==> src/rtl/decode_issue_if.sv <==
// decode_issue_if: instruction, operand bundle and write-back signals of the decode/issue stage
interface decode_issue_if;
  logic [31:0] Instr;
  logic        in_valid;
  logic        in_ready;
  logic        out_valid;
  logic        out_ready;
  logic [31:0] Reg1;
  logic [31:0] Reg2;
  logic [4:0]  IV_ShftRor;
  logic [15:0] IV_Mov;
  logic [3:0]  OpCode;
  logic [3:0]  Cond;
  logic        S;
  logic [3:0]  Flag;
  logic [3:0]  Rd;
  logic        is_mem;
  logic        wb_en;
  logic [3:0]  wb_addr;
  logic [31:0] wb_data;
  logic        flag_we;
  logic [3:0]  flag_in;
  modport master (
    output Instr, in_valid, out_ready, wb_en, wb_addr, wb_data, flag_we, flag_in,
    input  in_ready, out_valid, Reg1, Reg2, IV_ShftRor, IV_Mov, OpCode, Cond, S, Flag, Rd, is_mem
  );
  modport slave (
    input  Instr, in_valid, out_ready, wb_en, wb_addr, wb_data, flag_we, flag_in,
    output in_ready, out_valid, Reg1, Reg2, IV_ShftRor, IV_Mov, OpCode, Cond, S, Flag, Rd, is_mem
  );
endinterface

==> src/rtl/decode_issue.sv <==
// decode_issue: decodes Instr, reads the register file with write-back bypass, issues a registered ALU bundle
module decode_issue #(
  parameter int REGS = 16
) (
  input logic         clk,
  input logic         rst_n,
  decode_issue_if.slave bus
);
  logic [31:0] rf_q [REGS];
  logic [3:0]  flag_q, flag_d;
  logic        out_valid_q, out_valid_d;
  logic [31:0] reg1_q, reg1_d, reg2_q, reg2_d;
  logic [4:0]  shft_q;
  logic [15:0] mov_q;
  logic [3:0]  op_q, cond_q, rd_q, flag_out_q;
  logic        s_q, s_d, is_mem_q;
  logic [3:0]  rn, rm, op;
  logic        acc;
  assign rn  = bus.Instr[18:15];
  assign rm  = bus.Instr[14:11];
  assign op  = bus.Instr[27:24];
  assign bus.in_ready = rst_n & (!out_valid_q | bus.out_ready);
  assign acc = bus.in_valid & bus.in_ready;
  always_comb begin
    reg1_d      = (bus.wb_en && bus.wb_addr == rn) ? bus.wb_data : rf_q[rn];
    reg2_d      = (bus.wb_en && bus.wb_addr == rm) ? bus.wb_data : rf_q[rm];
    flag_d      = bus.flag_we ? bus.flag_in : flag_q;
    s_d         = (op == 4'b1011) | bus.Instr[23];
    out_valid_d = acc | (out_valid_q & !bus.out_ready);
  end
  always_ff @(posedge clk or negedge rst_n) begin
    if (!rst_n) begin
      for (int i = 0; i < REGS; i++) rf_q[i] <= '0;
      flag_q <= '0;
    end else begin
      if (bus.wb_en) rf_q[bus.wb_addr] <= bus.wb_data;
      flag_q <= flag_d;
    end
  end
  always_ff @(posedge clk or negedge rst_n) begin
    if (!rst_n) begin
      out_valid_q <= 1'b0;
      reg1_q      <= '0;
      reg2_q      <= '0;
      shft_q      <= '0;
      mov_q       <= '0;
      op_q        <= '0;
      cond_q      <= '0;
      rd_q        <= '0;
      flag_out_q  <= '0;
      s_q         <= 1'b0;
      is_mem_q    <= 1'b0;
    end else begin
      out_valid_q <= out_valid_d;
      if (acc) begin
        reg1_q     <= reg1_d;
        reg2_q     <= reg2_d;
        shft_q     <= bus.Instr[10:6];
        mov_q      <= bus.Instr[15:0];
        op_q       <= op;
        cond_q     <= bus.Instr[31:28];
        rd_q       <= bus.Instr[22:19];
        flag_out_q <= flag_d;
        s_q        <= s_d;
        is_mem_q   <= op[3] & op[2];
      end
    end
  end
  assign bus.out_valid  = out_valid_q;
  assign bus.Reg1       = reg1_q;
  assign bus.Reg2       = reg2_q;
  assign bus.IV_ShftRor = shft_q;
  assign bus.IV_Mov     = mov_q;
  assign bus.OpCode     = op_q;
  assign bus.Cond       = cond_q;
  assign bus.S          = s_q;
  assign bus.Flag       = flag_out_q;
  assign bus.Rd         = rd_q;
  assign bus.is_mem     = is_mem_q;
endmodule
==> src/flat_wrapper.sv <==
// flat-port wrapper written by rule: the top's interface ports become plain ports
module decode_issue_flat 
#(
  parameter int REGS = 16
)
  (clk, rst_n, bus_Instr, bus_in_valid, bus_out_ready, bus_wb_en, bus_wb_addr, bus_wb_data, bus_flag_we, bus_flag_in, bus_in_ready, bus_out_valid, bus_Reg1, bus_Reg2, bus_IV_ShftRor, bus_IV_Mov, bus_OpCode, bus_Cond, bus_S, bus_Flag, bus_Rd, bus_is_mem);
  decode_issue_if bus_i ();
  input logic clk;
  input logic rst_n;
  input wire logic [$bits(bus_i.Instr)-1:0] bus_Instr;
  input wire logic [$bits(bus_i.in_valid)-1:0] bus_in_valid;
  input wire logic [$bits(bus_i.out_ready)-1:0] bus_out_ready;
  input wire logic [$bits(bus_i.wb_en)-1:0] bus_wb_en;
  input wire logic [$bits(bus_i.wb_addr)-1:0] bus_wb_addr;
  input wire logic [$bits(bus_i.wb_data)-1:0] bus_wb_data;
  input wire logic [$bits(bus_i.flag_we)-1:0] bus_flag_we;
  input wire logic [$bits(bus_i.flag_in)-1:0] bus_flag_in;
  output wire logic [$bits(bus_i.in_ready)-1:0] bus_in_ready;
  output wire logic [$bits(bus_i.out_valid)-1:0] bus_out_valid;
  output wire logic [$bits(bus_i.Reg1)-1:0] bus_Reg1;
  output wire logic [$bits(bus_i.Reg2)-1:0] bus_Reg2;
  output wire logic [$bits(bus_i.IV_ShftRor)-1:0] bus_IV_ShftRor;
  output wire logic [$bits(bus_i.IV_Mov)-1:0] bus_IV_Mov;
  output wire logic [$bits(bus_i.OpCode)-1:0] bus_OpCode;
  output wire logic [$bits(bus_i.Cond)-1:0] bus_Cond;
  output wire logic [$bits(bus_i.S)-1:0] bus_S;
  output wire logic [$bits(bus_i.Flag)-1:0] bus_Flag;
  output wire logic [$bits(bus_i.Rd)-1:0] bus_Rd;
  output wire logic [$bits(bus_i.is_mem)-1:0] bus_is_mem;
  assign bus_i.Instr = bus_Instr;
  assign bus_i.in_valid = bus_in_valid;
  assign bus_i.out_ready = bus_out_ready;
  assign bus_i.wb_en = bus_wb_en;
  assign bus_i.wb_addr = bus_wb_addr;
  assign bus_i.wb_data = bus_wb_data;
  assign bus_i.flag_we = bus_flag_we;
  assign bus_i.flag_in = bus_flag_in;
  assign bus_in_ready = bus_i.in_ready;
  assign bus_out_valid = bus_i.out_valid;
  assign bus_Reg1 = bus_i.Reg1;
  assign bus_Reg2 = bus_i.Reg2;
  assign bus_IV_ShftRor = bus_i.IV_ShftRor;
  assign bus_IV_Mov = bus_i.IV_Mov;
  assign bus_OpCode = bus_i.OpCode;
  assign bus_Cond = bus_i.Cond;
  assign bus_S = bus_i.S;
  assign bus_Flag = bus_i.Flag;
  assign bus_Rd = bus_i.Rd;
  assign bus_is_mem = bus_i.is_mem;
  decode_issue #(.REGS(REGS)) u_core (.clk(clk), .rst_n(rst_n), .bus(bus_i));
endmodule
==> config.mk <==
export PLATFORM = sky130hd
export DESIGN_NAME = decode_issue_flat
export DESIGN_NICKNAME = d
export VERILOG_FILES = /design/src/rtl/decode_issue_if.sv /design/src/rtl/decode_issue.sv /design/src/flat_wrapper.sv
export SDC_FILE = /design/constraint.sdc
export NUM_CORES = 1
export LEC_CHECK = 0
export CAP_MARGIN = 25
export CELL_PAD_IN_SITES_DETAIL_PLACEMENT = 0
export CELL_PAD_IN_SITES_GLOBAL_PLACEMENT = 1
export CORE_MARGIN = 3
export CORE_UTILIZATION = 55
export CTS_BUF_LIST = sky130_fd_sc_hd__clkbuf_16
export CTS_CLUSTER_DIAMETER = 50
export DETAILED_ROUTE_END_ITERATION = 6
export PLACE_DENSITY_LB_ADDON = 0.1
export SETUP_SLACK_MARGIN = 0.5
export SLEW_MARGIN = 30
export SYNTH_ARGS = -nofsm -noshare
export SYNTH_HDL_FRONTEND = slang
export SYNTH_SLANG_ARGS = --single-unit
==> constraint.sdc <==
create_clock -name clk -period 3.32 [get_ports clk]
set_input_delay 0.996 -clock clk [delete_from_list [all_inputs] [get_ports clk]]
set_output_delay 0.996 -clock clk [all_outputs]
set_load 0.03 [all_outputs]
==> run_results.csv, run 1 <==
group,metric,value,unit
finish,fin_nets,2500,
route,ant_nets,0,
logic_synthesis,synth-seq-cells,615,
power,switching_share,28.6,%
power,clock_power_share,33.8,%
critical_path,required,2.32,ns
critical_path,end_kind,"output pin",
global_routing,overflow,0,
place,port_buffers,182,
power,seqPwrFrac,42.5,%
logic_synthesis,synth_compound_area_share,6.36,%
sta,whs,0.236,ns
sta,fmax,361,MHz
finish,stdcell_count,3246,
floorplanning,die_w,248,µm
power,cell_internal_pwr,17.7,mW
critical_path,critPathTopFamily,"buffers and inverters",
place,gp_congestion,0.825,
floorplanning,ios,183,
logic_synthesis,yosysWarnings,0,
route,dr.pass1.iters,5,
sta,setup_viol,0,
sta,tns,0,ns
finish,syn2layout_area_growth,18.3,%
sta,finalCriticalPeriod,2.77,ns
logic_synthesis,synth_xor_area_share,0.218,%
cts,numCtsBuffers,75,
logic_synthesis,synth_fa_ha_area_share,0,%
route,route.vias.total,22000,
critical_path,cp_cell_sequence,"clkdlybuf4s50_1",
place,dp_cells,3106,
cts,cts_hold_buf,0,
sta,rsz0062_at_grt,"false",
global_routing,grt_pass1_wl,144000,µm
cts,clkLatencyLatePin,0.61,ns
critical_path,path_class,"flip-flop to output pin",
route,drc,0,
power,switchingPower,7.08,mW
place,placed_cell_area,35500,µm²
power,combPwrFrac,23.7,%
critical_path,slowest_stage,"clkdlybuf4s50_1",
logic_synthesis,synth.distinct_cells,39,
critical_path,slowest_delay,0.72,ns
outcome,outcome,"finished clean",
power,leakage,15.7,nW
sta,slew_viol_final,0,
global_routing,grt_antenna_before_repair,3,
place,pre_cts_ws,0.265,ns
logic_synthesis,synthMuxAreaShare,38.1,%
sta,maxSlewHeadroom,40.7,%
logic_synthesis,syn_inst,2283,
global_routing,grt_use_total,31.4,%
route,vias_per_cell,6.78,
route,wl_per_cell,29.3,µm
sta,max_slew.worst_pin.slew,0.889,ns
floorplanning,std_cell_rows,88,
cts,h-tree-depth,3,
critical_path,cp_num_buf_inv,1,
critical_path,crit_path_start_kind,"flip-flop",
finish,final_util,65.9,%
logic_synthesis,synthSimpleGateAreaFrac,3.83,%
power,power.total,24.8,mW
global_routing,grt_max_degree,163,
power,p_per_area,650,nW/µm²
finish,final_cell_area,38100,µm²
cts,cts_max_path_buffers,3,
place,dp_hpwl,56700,µm
floorplanning,start_util,55.7,%
flow_run,cap_viol_max_count,0,
sta,final_critical_path_setup_slack,0.552,ns
logic_synthesis,syn_area,32200,µm²
floorplanning,die_y,248,µm
critical_path,critPathMaxFanout,2,
logic_synthesis,yosysSeqAreaShare,47.8,%
logic_synthesis,syn_area_per_cell,14.1,µm²
sta,worst_clock_skew,0.0152,ns
logic_synthesis,synth_top_family_by_area,"multiplexers",
floorplanning,die_area,61500,µm²
hold_path,min_path_type,"input port to asynchronous set/reset pin",
sta,finalHoldViolCount,0,
global_routing,grt_pass1_vias,22800,
route,routed_wl,95000,µm
cts,clock-root-buffer,"clkbuf_16",
cts,cts.sinks,615,
route,drtIter0Drc,1874,
cts,clkSlewWorstSetupHoldPaths,0.06,ns
floorplanning,core_area,57800,µm²
sta,fin_crit_sh,83.4,%
cts,cts_tree,"built",
power,ir_drop,0.435,mV
critical_path,crit_arrival,1.77,ns
finish,drive_above_1_share,44.8,%
logic_synthesis,syn_nets,2361,
[final timing paths]
kind,start,endpoint,slack [ns],cells past startpoint
hold reg to reg,u_core.bus.Rd[2]$_DFFE_PN0P_,u_core.bus.Rd[2]$_DFFE_PN0P_,0.47,2
setup reg to reg,u_core.bus.out_valid$_DFF_PN0_,u_core.bus.Reg2[9]$_DFFE_PN0P_,1.29,7
max in group asynchronous,rst_n,u_core.rf_q[241]$_DFFE_PN0P_,1.87,3
hold / removal,rst_n,u_core.bus.Cond[3]$_DFFE_PN0P_,0.24,1
min in group clk,u_core.bus.Rd[2]$_DFFE_PN0P_,u_core.bus.Rd[2]$_DFFE_PN0P_,0.47,2
setup / recovery,u_core.bus.Reg1[14]$_DFFE_PN0P_,bus_Reg1[14],0.55,1
[state kept, by name, indices dropped and copies added (netlist names)]
| name | flops |
|---|---|
| u_core.bus.Cond | 4 |
| u_core.bus.Flag | 4 |
| u_core.bus.IV_Mov | 16 |
| u_core.bus.OpCode | 4 |
| u_core.bus.Rd | 4 |
| u_core.bus.Reg1 | 32 |
| u_core.bus.Reg2 | 32 |
| u_core.bus.S | 1 |
| u_core.bus.is_mem | 1 |
| u_core.bus.out_valid | 1 |
| u_core.flag_q | 4 |
| u_core.rf_q | 512 |
[per-layer routing]
metal  up-vias  track usage [%]  wire, µm
met5         -                0        13
met3       225             6.02      7100
met2       920             50.3     45700
met1     11700             43.4     38900
met4         2             11.0      3280
li1       9131                -         -
[cell type report]
| type | count | area [µm²] |
|---|---|---|
| Sequential cell | 615 | 15400 |
| Inverter | 2 | 8.76 |
| Timing Repair Buffer | 306 | 3460 |
| Clock buffer | 78 | 1950 |
| Tap cell | 765 | 957 |
| Multi-Input combinational cell | 1422 | 15700 |
| Antenna cell | 1 | 2.50 |
| Fill cell | 4239 | 19700 |
| Clock inverter | 57 | 578 |
[synth_stat cells]
cell	n	area [µm²]
and2_1	1	6.26
o221ai_1	58	508
nand3b_1	2	15.0
clkbuf_1	113	424
nor2_1	75	282
nand3_1	4	20.0
mux4_2	192	4320
o22a_1	3	26.3
mux2_1	12	135
nand3_2	1	10.0
mux2i_1	67	671
o211ai_1	6	45.0
xnor2_1	8	70.1
o221a_2	9	101
buf_8	1	15.0
and3_1	1	6.26
buf_2	88	440
buf_4	16	120
buf_6	9	101
nor4_1	6	37.5
dfrtp_1	615	15400
buf_1	15	56.3
a41oi_1	1	8.76
nand2_1	89	334
or3_1	2	12.5
buf_12	2	40.0
o21ai_0	61	305
mux2_2	633	7130
nor2b_1	1	6.26
nor3b_2	1	12.5
or2_2	1	6.26
o22ai_1	58	363
a211oi_1	6	45.0
inv_1	2	7.51
a2bb2oi_1	3	26.3
o221a_1	55	619
or2b_1	1	7.51
or4_1	58	435
nand2b_1	7	43.8
[logic make-up after synthesis]
kind of cell              Yosys count
and+or+nand+nor                   250
muxes                             904
buffers and inverters             246
xor gates and xnor gates            8
AOI/OAI and AO/OA                 260
DFF                               615
[power groups by stage]
stage               clock network (mW)  registers [mW]  logic (mW)
floorplan                            0            10.6        3.77
global placement                     0            10.5        5.71
detailed placement                   0            10.6        5.86
CTS                               8.50            10.5        5.89
global route                      8.81            10.7        6.29
finish                            8.37            10.5        5.87
[cells in the final DEF, fill, tap and decap left out, types with 10 or more instances in the layout]
| cell type | instances |
|---|---|
| clkinv_2 | 14 |
| clkdlybuf4s50_1 | 170 |
| dfrtp_1 | 615 |
| clkbuf_16 | 78 |
| o21ai_0 | 61 |
| o221a_1 | 55 |
| mux2_1 | 12 |
| o22ai_1 | 58 |
| mux2i_1 | 67 |
| nor2_1 | 66 |
| buf_4 | 70 |
| mux4_2 | 192 |
| or4_1 | 58 |
| buf_12 | 53 |
| nand2_1 | 85 |
| mux2_2 | 633 |
| o221ai_1 | 58 |
| bufinv_16 | 10 |
| inv_1 | 13 |
[timing repair]
item | in CTS | in global routing
resized for setup | 4 | 3
setup buffers | 1 | 1
endpoints found under the setup margin | 1 | 3
Power figures use the tool's default switching activity.
==> run 2, diff against run 1 <==
CORE_UTILIZATION = 46   (was 55)
clock period = 2.4 ns   (was 3.32 ns; I/O delays follow)
==> run_results.csv, run 2 (synthesis gave the netlist of run 1 again) <==
group,metric,value,unit
sta,slew_viol_final,0,
floorplanning,ios,183,
floorplanning,start_util,46.7,%
hold_path,min_path_type,"input port to asynchronous set/reset pin",
critical_path,r2r_setup_slack,0.58,ns
critical_path,r2r-end,"u_core.bus.Reg1[13]$_DFFE_PN0P_",
global_routing,grt_pass1_wl,155000,µm
critical_path,critPathMaxFanout,2,
global_routing,grt_pass1_vias,23800,
floorplanning,core_area,68900,µm²
sta,whs,0.152,ns
route,ant_nets,0,
cts,cts_tree,"built",
critical_path,rr_worst_depth,6,
route,wl_per_cell,28.4,µm
finish,regArea,15400,µm²
place,dp_hpwl,64200,µm
global_routing,grt_antenna_before_repair,2,
power,ir_drop,0.536,mV
sta,finalHoldViolCount,0,
outcome,outcome,"finished clean",
sta,tns,0,ns
floorplanning,die_area,73200,µm²
sta,finalCriticalPeriod,2.07,ns
finish,multi_input_area,15800,µm²
route,route.vias.total,22500,
finish,drive_above_1_share,53.4,%
global_routing,grt_max_degree,150,
power,p_per_area,878,nW/µm²
route,drc,0,
critical_path,crit_path_start,"u_core.bus.out_valid$_DFF_PN0_",
route,routed_wl,102000,µm
floorplanning,die_w,271,µm
critical_path,end_kind,"output pin",
cts,clock-root-buffer,"clkbuf_16",
cts,clkSlewWorstSetupHoldPaths,0.06,ns
route,dr.pass1.iters,5,
floorplanning,die_y,271,µm
finish,final_common_cell,"mux2_2",
power,power.total,35.6,mW
sta,rsz0062_at_grt,"true",
finish,regMostFlops,"u_core.rf_q",
sta,max_slew.worst_pin.slew,0.948,ns
finish,largest_register_ffs,512,
place,port_buffers,182,
route,vias_per_cell,6.25,
floorplanning,std_cell_rows,96,
critical_path,path_class,"flip-flop to output pin",
place,dp_cells,3395,
cts,h-tree-depth,3,
global_routing,overflow,0,
critical_path,critical_path.endpoint,"bus_in_ready",
sta,worst_clock_skew,0.0137,ns
cts,clkLatencyLatePin,0.61,ns
critical_path,required,1.68,ns
sta,maxSlewHeadroom,36.8,%
finish,syn2layout_area_growth,26.0,%
cts,cts.sinks,615,
critical_path,crit_path_start_kind,"flip-flop",
finish,stdcell_count,3593,
sta,setup_viol,0,
sta,fmax,483,MHz
place,gp_congestion,0.800,
cts,numCtsBuffers,82,
cts,cts_max_path_buffers,3,
finish,fin_nets,2673,
critical_path,crit_arrival,1.35,ns
critical_path,r2r_start,"u_core.bus.out_valid$_DFF_PN0_",
finish,fill_cells,5434,
flow_run,cap_viol_max_count,0,
global_routing,grt_use_total,27.9,%
sta,fin_crit_sh,86.3,%
route,drtIter0Drc,1673,
finish,final_cell_mix,"632 x mux2_2, 605 x dfrtp_1, 192 x mux4_2",
power,leakage,17.0,nW
==> run 2: cell count changes in the layout (fill, tap and decap cells not counted), sizes merged <==
cell	previous run	this run
clkbuf	78	87
bufbuf	0	2
clkdlybuf4s50	170	62
inv	18	25
diode	1	2
clkinvlp	6	7
dlymetal6s2s	3	0
bufinv	10	8
buf	133	400
clkdlybuf4s15	0	3
clkinv	25	26
dlygate4sd2	0	2
dlygate4sd3	0	1
==> run 2: final cells by class <==
class / count / share of cell area [%]
antenna: 2 / 0.0123
clock buffer: 85 / 5.24
clock inverter: 64 / 1.45
inverter: 2 / 0.0216
multi-input combinational: 1422 / 39.0
sequential: 615 / 38.0
tap: 931 / 2.87
timing repair buffer: 472 / 13.4
==> run 2: worst min path at each step <==
| stage | to | cells past startpoint | slack [ns] | start |
|---|---|---|---|---|
| after CTS | u_core.flag_q[0]$_DFF_PN0_ | 2 | 0.12 | rst_n |
| after global placement | u_core.bus.is_mem$_DFFE_PN0P_ | 2 | 0.46 | u_core.bus.is_mem$_DFFE_PN0P_ |
| after detailed placement | u_core.bus.IV_Mov[14]$_DFFE_PN0P_ | 2 | 0.46 | u_core.bus.IV_Mov[14]$_DFFE_PN0P_ |
| final | u_core.flag_q[2]$_DFF_PN0_ | 2 | 0.15 | rst_n |
| after global routing | u_core.flag_q[2]$_DFF_PN0_ | 2 | 0.14 | rst_n |
| after floorplan | u_core.bus.Cond[0]$_DFFE_PN0P_ | 0 | 0.42 | rst_n |
==> run 2: power breakdown <==
part | internal (mW) | switching [mW]
Sequential | 12.7 | 1.87
Clock | 7.36 | 4.91
Combinational | 5.18 | 3.57
==> run 2: metal layers <==
metal	track usage (%)	wire length [µm]
met2	45.6	49100
met5	0	15
met3	4.17	5690
met4	9.70	3410
met1	38.4	43800
==> run 2: worst max-delay path: stages, from the launching register on <==
cell and delay [ns]:
dfrtp_1 0.40, nand2b_4 0.08, and2_4 0.14, buf_6 0.12
==> run 2: metrics by stage <==
step	setup WS, ns	area [µm²]	util [%]
after global placement	-0.436	37200	53.9
after CTS	0.287	40400	58.6
final	0.328	40600	58.9
after detailed placement	-0.428	37200	53.9
after floorplan	0.273	32500	-
after global routing	0.290	40600	58.9
==> run 2: what timing repair did <==
item                       in CTS  in global routing
cloned                          4                  0
hold endpoints to repair       13                  0
resized for setup             746                 29
hold buffers                    1                  0
setup endpoints to repair     656                122
setup buffers                  30                 12
pin swaps                       0                  4
